--- config.mk ---
export PLATFORM = sky130hd
export DESIGN_NAME = fp_stream_maxmin
export DESIGN_NICKNAME = d
export VERILOG_FILES = /design/src/rtl/fp_pkg.sv /design/src/rtl/fp_gt_core.sv /design/src/rtl/fp_stream_maxmin.sv
export SDC_FILE = /design/constraint.sdc
export NUM_CORES = 1
export LEC_CHECK = 0
export CORE_AREA = 5 5 90 92
export CTS_BUF_LIST = sky130_fd_sc_hd__clkbuf_16
export CTS_CLUSTER_DIAMETER = 150
export DETAILED_ROUTE_END_ITERATION = 8
export DIE_AREA = 0 0 95 97
export GPL_ROUTABILITY_DRIVEN = 1
export PLACE_DENSITY_LB_ADDON = 0.2
export SLEW_MARGIN = 20
export SYNTH_ARGS = -nofsm -noshare
export SYNTH_HDL_FRONTEND = slang
export SYNTH_SLANG_ARGS = --single-unit
--- constraint.sdc ---
create_clock -name clk -period 5.6 [get_ports clk]
set_clock_uncertainty 0.2 [all_clocks]
set_input_delay 0.56 -clock clk [delete_from_list [all_inputs] [get_ports clk]]
set_output_delay 0.56 -clock clk [all_outputs]
set_load 0.02 [all_outputs]
--- src/rtl/fp_pkg.sv ---
// Shared definitions for the 13-bit sign-magnitude floating-point experiments:
// word geometry, signed-zero constants and the max/min scanner state encoding.
package fp_pkg;

    localparam int FP_W     = 13;
    localparam int SIGN_BIT = 12;
    localparam int MAG_W    = 12;

    localparam logic [FP_W-1:0] FP_POS_ZERO = 13'h0000;
    localparam logic [FP_W-1:0] FP_NEG_ZERO = 13'h1000;

    typedef enum logic [2:0] {
        ST_IDLE    = 3'd0,
        ST_WAIT    = 3'd1,
        ST_CMP_MAX = 3'd2,
        ST_CMP_MIN = 3'd3,
        ST_DONE    = 3'd4
    } state_t;

    function automatic logic [MAG_W-1:0] fp_mag(input logic [FP_W-1:0] x);
        return x[MAG_W-1:0];
    endfunction

endpackage

--- src/rtl/fp_gt_core.sv ---
// Strict greater-than for sign-magnitude words; +0 ranks above -0 and
// identical words compare as not greater.
module fp_gt_core
    import fp_pkg::*;
(
    input  logic [FP_W-1:0] a,
    input  logic [FP_W-1:0] b,
    output logic            gt
);

    logic [MAG_W-1:0] mag_a;
    logic [MAG_W-1:0] mag_b;

    assign mag_a = fp_mag(a);
    assign mag_b = fp_mag(b);

    always_comb begin
        gt = 1'b0;
        case ({a[SIGN_BIT], b[SIGN_BIT]})
            2'b00: gt = (mag_a > mag_b);
            2'b11: gt = (mag_a < mag_b);
            2'b01: gt = 1'b1;
            2'b10: gt = 1'b0;
            default: gt = 1'b0;
        endcase
    end

endmodule

--- src/rtl/fp_stream_maxmin.sv ---
// Scans a block of streamed words and reports max/min values with their
// first-occurrence indices, using one time-shared comparator.
//
// state   | meaning
// IDLE    | waiting for start; results held
// WAIT    | din_ready high, waiting for the next word
// CMP_MAX | comparator tests cand against running max
// CMP_MIN | comparator tests running min against cand; advance or finish
// DONE    | one-cycle done_tick, empty flag updated
module fp_stream_maxmin
    import fp_pkg::*;
#(
    parameter int CNT_W = 8
) (
    input  logic             clk,
    input  logic             reset,
    input  logic             start,
    input  logic [CNT_W-1:0] len,
    input  logic [FP_W-1:0]  din,
    input  logic             din_valid,
    output logic             din_ready,
    output logic [FP_W-1:0]  max_out,
    output logic [FP_W-1:0]  min_out,
    output logic [CNT_W-1:0] max_idx,
    output logic [CNT_W-1:0] min_idx,
    output logic             busy,
    output logic             empty,
    output logic             done_tick
);

    state_t           state;
    state_t           state_nxt;
    logic [CNT_W-1:0] len_r;
    logic [CNT_W-1:0] idx;
    logic [FP_W-1:0]  cand;
    logic             zero_len;
    logic [FP_W-1:0]  cmp_a;
    logic [FP_W-1:0]  cmp_b;
    logic             cmp_gt;
    logic             last;

    assign last = (idx == (len_r - CNT_W'(1)));

    fp_gt_core u_gt (
        .a  (cmp_a),
        .b  (cmp_b),
        .gt (cmp_gt)
    );

    always_comb begin
        state_nxt = state;
        din_ready = 1'b0;
        done_tick = 1'b0;
        busy      = (state != ST_IDLE);
        cmp_a     = FP_POS_ZERO;
        cmp_b     = FP_POS_ZERO;
        case (state)
            ST_IDLE: begin
                if (start)
                    state_nxt = (len == '0) ? ST_DONE : ST_WAIT;
            end
            ST_WAIT: begin
                din_ready = 1'b1;
                if (din_valid)
                    state_nxt = ST_CMP_MAX;
            end
            ST_CMP_MAX: begin
                cmp_a     = cand;
                cmp_b     = max_out;
                state_nxt = ST_CMP_MIN;
            end
            ST_CMP_MIN: begin
                cmp_a     = min_out;
                cmp_b     = cand;
                state_nxt = last ? ST_DONE : ST_WAIT;
            end
            ST_DONE: begin
                done_tick = 1'b1;
                state_nxt = ST_IDLE;
            end
            default: state_nxt = ST_IDLE;
        endcase
    end

    always_ff @(posedge clk or posedge reset) begin
        if (reset)
            state <= ST_IDLE;
        else
            state <= state_nxt;
    end

    // Index 0 always seeds both extremes, so stale results never leak in.
    always_ff @(posedge clk or posedge reset) begin
        if (reset) begin
            len_r    <= '0;
            idx      <= '0;
            cand     <= '0;
            zero_len <= 1'b0;
            max_out  <= '0;
            min_out  <= '0;
            max_idx  <= '0;
            min_idx  <= '0;
            empty    <= 1'b0;
        end else begin
            case (state)
                ST_IDLE: begin
                    if (start) begin
                        len_r    <= len;
                        idx      <= '0;
                        zero_len <= (len == '0);
                    end
                end
                ST_WAIT: begin
                    if (din_valid)
                        cand <= din;
                end
                ST_CMP_MAX: begin
                    if (cmp_gt || idx == '0) begin
                        max_out <= cand;
                        max_idx <= idx;
                    end
                end
                ST_CMP_MIN: begin
                    if (cmp_gt || idx == '0) begin
                        min_out <= cand;
                        min_idx <= idx;
                    end
                    if (!last)
                        idx <= idx + CNT_W'(1);
                end
                ST_DONE: empty <= zero_len;
                default: ;
            endcase
        end
    end

endmodule

==> Word-level counts from Yosys, hierarchy flattened <==
Index checks and enable logic that the tools add are counted.
Widths: inputs -> output; s select.
{ "op_classes": {"n_addsub": 2, "magnitude_cmp": 2, "mux": 13, "n_eq_ne": 11, "reduce_logical": 13} }
{ "op_table": {"columns": ["cell", "n"], "rows": [
  ["$pmux 13 s2", 2],
  ["$logic_not 8->1", 2],
  ["$mux 8", 2],
  ["$pmux 8 s2", 1],
  ["$gt 12x12->1", 1],
  ["$lt 12x12->1", 1],
  ["$mux 3", 4],
  ["$pmux 3 s4", 1],
  ["$reduce_and 2->1", 5],
  ["$add 8x1->8 const B", 1],
  ["$eq 8x8->1", 1],
  ["$sub 8x1->8 const B", 1],
  ["$eq 3x2->1 const B", 2],
  ["$ne 2x2->1 const B", 3],
  ["$eq 2x2->1 const B", 2],
  ["$pmux 1 s4", 1],
  ["$eq 3x1->1 const B", 1],
  ["$eq 3x3->1 const B", 1],
  ["$logic_not 3->1", 1],
  ["$reduce_and 3->1", 1],
  ["$reduce_bool 3->1", 1],
  ["$eq 2x1->1 const B", 1],
  ["$logic_not 2->1", 1],
  ["$mux 1", 2],
  ["2 further kinds", 2]
]} }
{ "totals": {"wordCells": 51, "inputBits": 25, "register_bits": 76} }

==> Logic depth before layout (Yosys ltp) <==
{ "depth": {"word_depth": 6, "depth_mapped": 15, "mapped_depth_nobuf": 11} }

==> Cells and area by module <==
A second synthesis with hierarchy kept.
{ "unflattened": {"cells_unflattened": 354, "hier_area_um2": 3945.0} }
{ "modules_own_cells": {"columns": ["mod", "n_inst", "area_each_um2", "cells_each"], "rows": [
  ["fp_stream_maxmin", 1, 3609.7, 307],
  ["fp_gt_core", 1, 335.3, 47]
]} }

==> Worst setup path before layout <==
Ideal clock, no wire load.
{ "synth_timing": {"path_kind": "reg-to-reg", "startpoint": "reg state[2]", "endpoint": "reg max_idx[0]", "t_arrival_ns": 3.188, "n_path_buf": 3, "stages_incl_launch_ff": 15, "setup_ns": 0.125, "setup_slack_ns": 2.088, "period_less_slack_ns": 3.512, "cell_sequence": "dfrtp_1 > clkbuf_1 > nand2b_1 > nor2_1 > clkbuf_1 > a22oi_1 > ha_1 > nand2_1 > o21ai_0 > nor3_1 > a211oi_1 > nand2_1 > nand3_1 > buf_2 > mux2_2"} }
{ "synth_via": {"elab_chain_cells": 6, "elab_cells_between_ends": 13} }
{ "synth_lines": {"columns": ["item", "line", "rtl"], "rows": [
  ["start: declaration", "fp_stream_maxmin.sv:31", "state_t state;"],
  ["start signal: assignment", "fp_stream_maxmin.sv:89", "state <= state_nxt;"],
  ["$eq 3x2->1 (on tied branches)", "fp_stream_maxmin.sv:57, fp_stream_maxmin.sv:105", null],
  ["$pmux 13 s2", "fp_stream_maxmin.sv:57", "case (state)"],
  ["$lt 12x12->1, or another cell as far along", "fp_gt_core.sv:21", "2'b11: gt = (mag_a < mag_b);"],
  ["$pmux 1 s4", "fp_gt_core.sv:19", "case ({a[SIGN_BIT], b[SIGN_BIT]})"],
  ["$logic_or 1x1->1", "fp_stream_maxmin.sv:118", "if (cmp_gt || idx == '0) begin"],
  ["$reduce_and 2->1 (no source line) *", null, null],
  ["end signal: assignment", "fp_stream_maxmin.sv:120", "max_idx <= idx;"],
  ["end: declaration", "fp_stream_maxmin.sv:24", "output logic [CNT_W-1:0] max_idx,"]
]} }
Mark *: on every way between the ends. The rest lies on a longest branch, timed or not.
A chain may end at the register's enable or synchronous reset.

==> Worst setup path in the final report <==
{ "layout_timing": {"startpoint": "reg state[1]", "endpoint": "reg min_out[1]"} }
{ "layout_via": {"elab_chain_cells": 6, "elab_cells_between_ends": 13} }
{ "layout_lines": {"columns": ["item", "line", "rtl"], "rows": [
  ["$eq 3x2->1 (on tied branches)", "fp_stream_maxmin.sv:57, fp_stream_maxmin.sv:105", null],
  ["$pmux 13 s2", "fp_stream_maxmin.sv:57", null],
  ["$lt 12x12->1, or another cell as far along", "fp_gt_core.sv:21", null],
  ["$pmux 1 s4", "fp_gt_core.sv:19", null],
  ["$logic_or 1x1->1", "fp_stream_maxmin.sv:124", "if (cmp_gt || idx == '0) begin"],
  ["$reduce_and 2->1 (no source line) *", null, null],
  ["end signal: assignment", "fp_stream_maxmin.sv:125", "min_out <= cand;"],
  ["end: declaration", "fp_stream_maxmin.sv:23", "output logic [FP_W-1:0] min_out,"]
]} }
Marked as above.

==> impl_metrics.prom <==
# TYPE chip_impl_metric gauge
chip_impl_info{name="launching_instance_or_port_of_the_critical_path",value="state[1]"} 1
chip_impl_metric{name="maxClockFrequency",unit="GHz"} 0.2207
chip_impl_metric{name="final_hold_viol_count",unit=""} 0
chip_impl_info{name="r2r_end",value="min_out[1]"} 1
chip_impl_metric{name="slew_viol_final",unit=""} 0
chip_impl_metric{name="synth-seq-area-share",unit="%"} 49.11
chip_impl_metric{name="cts_setup_buffers",unit=""} 0
chip_impl_info{name="synth_largest_area_cell",value="dfrtp_1"} 1
chip_impl_metric{name="grt_overflow",unit=""} 0
chip_impl_metric{name="post_dp_cell_area",unit="sq um"} 4651
chip_impl_metric{name="synth_fp_nets",unit=""} 384
chip_impl_info{name="tritoncts",value="yes"} 1
chip_impl_metric{name="clkSinkCount",unit=""} 76
chip_impl_metric{name="cts_hold_repair.buffers",unit=""} 0
chip_impl_metric{name="clockBufferDepth",unit=""} 2
chip_impl_metric{name="p_total",unit="uW"} 3125
chip_impl_info{name="rsz_0062_raised_after_global_routing",value="no"} 1
chip_impl_metric{name="dieArea",unit="sq um"} 9215
chip_impl_metric{name="drc",unit=""} 0
chip_impl_metric{name="port-buffer-count",unit=""} 70
chip_impl_metric{name="worst_r2r_path_depth",unit=""} 12
chip_impl_metric{name="globalRouteTotalUtil",unit="%"} 20.79
chip_impl_metric{name="routed_wl",unit="mm"} 9.050
chip_impl_metric{name="finalWeightedCongestion",unit=""} 0.8058
chip_impl_metric{name="async_flop_share",unit="%"} 100.0
chip_impl_metric{name="worst_slew_pin_slew",unit="ns"} 1.048
chip_impl_metric{name="finalCriticalPeriod",unit="ns"} 4.531
chip_impl_metric{name="die_height",unit="um"} 97
chip_impl_info{name="synthTopCellsByCount",value="76 x dfrtp_1, 44 x mux2_2, 36 x nand2_1"} 1
chip_impl_metric{name="irDropWorstVdd",unit="mV"} 0.4019
chip_impl_metric{name="setup-violations-final",unit=""} 0
chip_impl_metric{name="grt_max_degree",unit=""} 40
chip_impl_metric{name="power_density_over_the_cells",unit="nW/um^2"} 630.7
chip_impl_info{name="path_class",value="flop to flop"} 1
chip_impl_metric{name="n_antenna_cell",unit=""} 0
chip_impl_metric{name="fp-row-count",unit=""} 31
chip_impl_metric{name="maxCapViolCount",unit=""} 0
chip_impl_metric{name="leakagePower",unit="uW"} 0.002108
chip_impl_metric{name="post_route_setup_tns",unit="ns"} 0
chip_impl_metric{name="post_synth_instance_area",unit="sq um"} 3872
chip_impl_metric{name="clock_buffer_count_from_cts",unit=""} 9
chip_impl_metric{name="finalCritPeriodShare",unit="%"} 80.92
chip_impl_metric{name="vias",unit=""} 2966
chip_impl_info{name="netlist_top_cells_area",value="dfrtp_1 49%, mux2_2 13%, a22o_1 5.4%, ha_1 4.8%, nand2_1 3.5%"} 1
chip_impl_metric{name="routedWlPerCell",unit="um"} 17.68
chip_impl_metric{name="fraction_of_layout_instances_using_a_drive_strength_above_1",unit="%"} 18.64
chip_impl_metric{name="drt_iter0_drc",unit=""} 153
chip_impl_metric{name="clock_insertion_delay_worst_skew",unit="ns"} 0.33
chip_impl_metric{name="placeableCoreArea",unit="sq um"} 7137
chip_impl_metric{name="first_pass_iters",unit=""} 4
chip_impl_metric{name="post_cts_resized",unit=""} 0
chip_impl_metric{name="ys_types",unit=""} 49
chip_impl_metric{name="final_net_count",unit=""} 448
chip_impl_metric{name="clk_pin_slew",unit="ns"} 0.06
chip_impl_info{name="synth-main-ff-cell",value="dfrtp_1"} 1
chip_impl_metric{name="final.fill_count",unit=""} 569
chip_impl_info{name="yosys.cell_count.top_type",value="dfrtp_1"} 1
chip_impl_metric{name="yosys_warnings",unit=""} 0
chip_impl_metric{name="vias_in_the_first_global_route",unit=""} 3158
chip_impl_metric{name="cp.required",unit="ns"} 5.61
chip_impl_metric{name="post-dp-hpwl",unit="mm"} 6.284
chip_impl_info{name="critPathLaunchType",value="flop"} 1
chip_impl_metric{name="floorplan.die.width",unit="um"} 95
chip_impl_metric{name="floorplan.initialDensity",unit="%"} 54.26
chip_impl_metric{name="final_cell_area",unit="sq um"} 4955
chip_impl_metric{name="worst-path-max-fanout",unit=""} 21
chip_impl_metric{name="ctsHtreeMaxLevel",unit=""} 3
chip_impl_metric{name="post_synth_top_area_share",unit="%"} 49.11
chip_impl_metric{name="reg2reg_setup_slack",unit="ns"} 1.07
chip_impl_metric{name="syn_inst",unit=""} 344
chip_impl_metric{name="final_ant_viol_nets",unit=""} 0
chip_impl_metric{name="postSynthAreaPerCell",unit="sq um"} 11.26
chip_impl_info{name="critPathCapture",value="min_out[1]"} 1
chip_impl_metric{name="number_of_enable_type_register_cells_in_the_synthesized_netlist",unit=""} 0
chip_impl_info{name="cts-root-buf",value="clkbuf_16"} 1
chip_impl_metric{name="antenna_violations_before_repair",unit=""} 0
chip_impl_info{name="outcome",value="completed"} 1
chip_impl_metric{name="worst_slew_margin",unit="%"} 29.93
chip_impl_info{name="endpoint_kind",value="flop"} 1
chip_impl_metric{name="grt_first_pass_wirelength",unit="mm"} 15.25
chip_impl_info{name="worst_min_delay_path_class",value="flop to flop"} 1
chip_impl_info{name="critical_path.reg2reg.startpoint",value="state[1]"} 1
chip_impl_metric{name="synth-seq-cells",unit=""} 76
chip_impl_metric{name="num_io_pins",unit=""} 71
chip_impl_metric{name="crit_arrival",unit="ns"} 4.54
chip_impl_metric{name="area_growth_syn_to_layout",unit="%"} 27.95
chip_impl_metric{name="vias_per_cell",unit=""} 5.793
power breakdown:
part / total (uW) / internal, uW / switching (uW) / leakage, uW
Sequential: 1030 / 767 / 259 / 0.000957
Clock: 569 / 343 / 225 / 0.000145
Combinational: 1530 / 755 / 775 / 0.00101
Total: 3130 / 1870 / 1260 / 0.00211
per-stage QoR:
step	setup slack, ns	hold slack, ns	utilization [%]	cells
2_1_floorplan	2.088	0.2404	-	344
6_report	1.069	0.3019	69.43	512
3_5_place_dp	1.100	0.2856	65.16	496
5_1_grt	0.7772	0.3193	69.43	512
3_3_place_gp	1.279	0.2648	65.08	496
4_1_cts	1.048	0.3053	69.27	512
cell families after synthesis:
logic type | count (synthesis) | synth area share, %
AO/OA/AOI/OAI | 68 | 13.93
XOR/XNOR | 11 | 2.488
adder cells (fa/ha/maj) | 15 | 4.847
buffers and inverters | 31 | 3.296
flip-flops | 76 | 49.11
multiplexers | 47 | 13.57
AND/OR/NAND/NOR | 96 | 12.76
critical path, cell delays in order (launching register included):
cell and delay [ns]:
dfrtp_1 0.55, nand2b_1 0.21, nor2_2 0.69, buf_4 0.30
a22oi_1 0.08, ha_1 0.31, nor2b_1 0.13, o211ai_1 0.09
a21o_1 0.18, a211oi_1 0.36, nand2_1 0.15, nand3_1 0.74
mux2_2 0.42
cells in the final DEF, fill, tap and decap left out, types with 2 or more instances in the layout:
cell / count
dfrtp_1: 76
clkdlybuf4s50_1: 70
mux2_2: 44
nand2_1: 36
a22o_1: 24
ha_1: 15
nor2_1: 13
a22oi_1: 13
inv_1: 10
nor3_1: 9
clkbuf_16: 9
o21ai_0: 8
xnor2_1: 8
a21oi_1: 6
nand4_1: 5
nand3_1: 5
buf_4: 4
or3_1: 3
mux2i_1: 3
xor2_1: 3
o31ai_1: 3
or4_1: 3
nor2_2: 2
nor2b_1: 2
o211ai_1: 2
a21o_1: 2
a211oi_1: 2
or2_2: 2
a31oi_1: 2
flip-flops by register name (all words and copies together) (netlist names):
| name | count |
|---|---|
| len_r | 8 |
| min_idx | 8 |
| idx | 8 |
| max_idx | 8 |
| empty | 1 |
| max_out | 13 |
| min_out | 13 |
| cand | 13 |
| state | 3 |
| zero_len | 1 |
per-layer routing:
layer | track usage, % | routed length, um
met4 | 8.435 | 192
met2 | 35.68 | 4676
met5 | 0 | 0
met1 | 25.16 | 3843
met3 | 4.112 | 338
worst min path at each step:
stage | depth (start not counted) | from | to | slack [ns]
2_1_floorplan | 2 | zero_len | zero_len | 0.24
3_3_place_gp | 2 | zero_len | zero_len | 0.26
3_5_place_dp | 2 | zero_len | zero_len | 0.29
4_1_cts | 2 | zero_len | zero_len | 0.31
5_1_grt | 2 | zero_len | zero_len | 0.32
6_report | 1 | max_idx[2] | max_idx[2] | 0.30
cell type report:
class / count / area [sq um] / area share, %
Timing Repair Buffer: 74 / 730.7 / 14.75
Sequential cell: 76 / 1902 / 38.38
Inverter: 10 / 37.54 / 0.7576
Multi-Input combinational cell: 237 / 1868 / 37.70
Tap cell: 99 / 123.9 / 2.500
Clock buffer: 9 / 225.2 / 4.545
Clock inverter: 7 / 67.56 / 1.364
No activity file was read; power rests on OpenSTA's default activity.
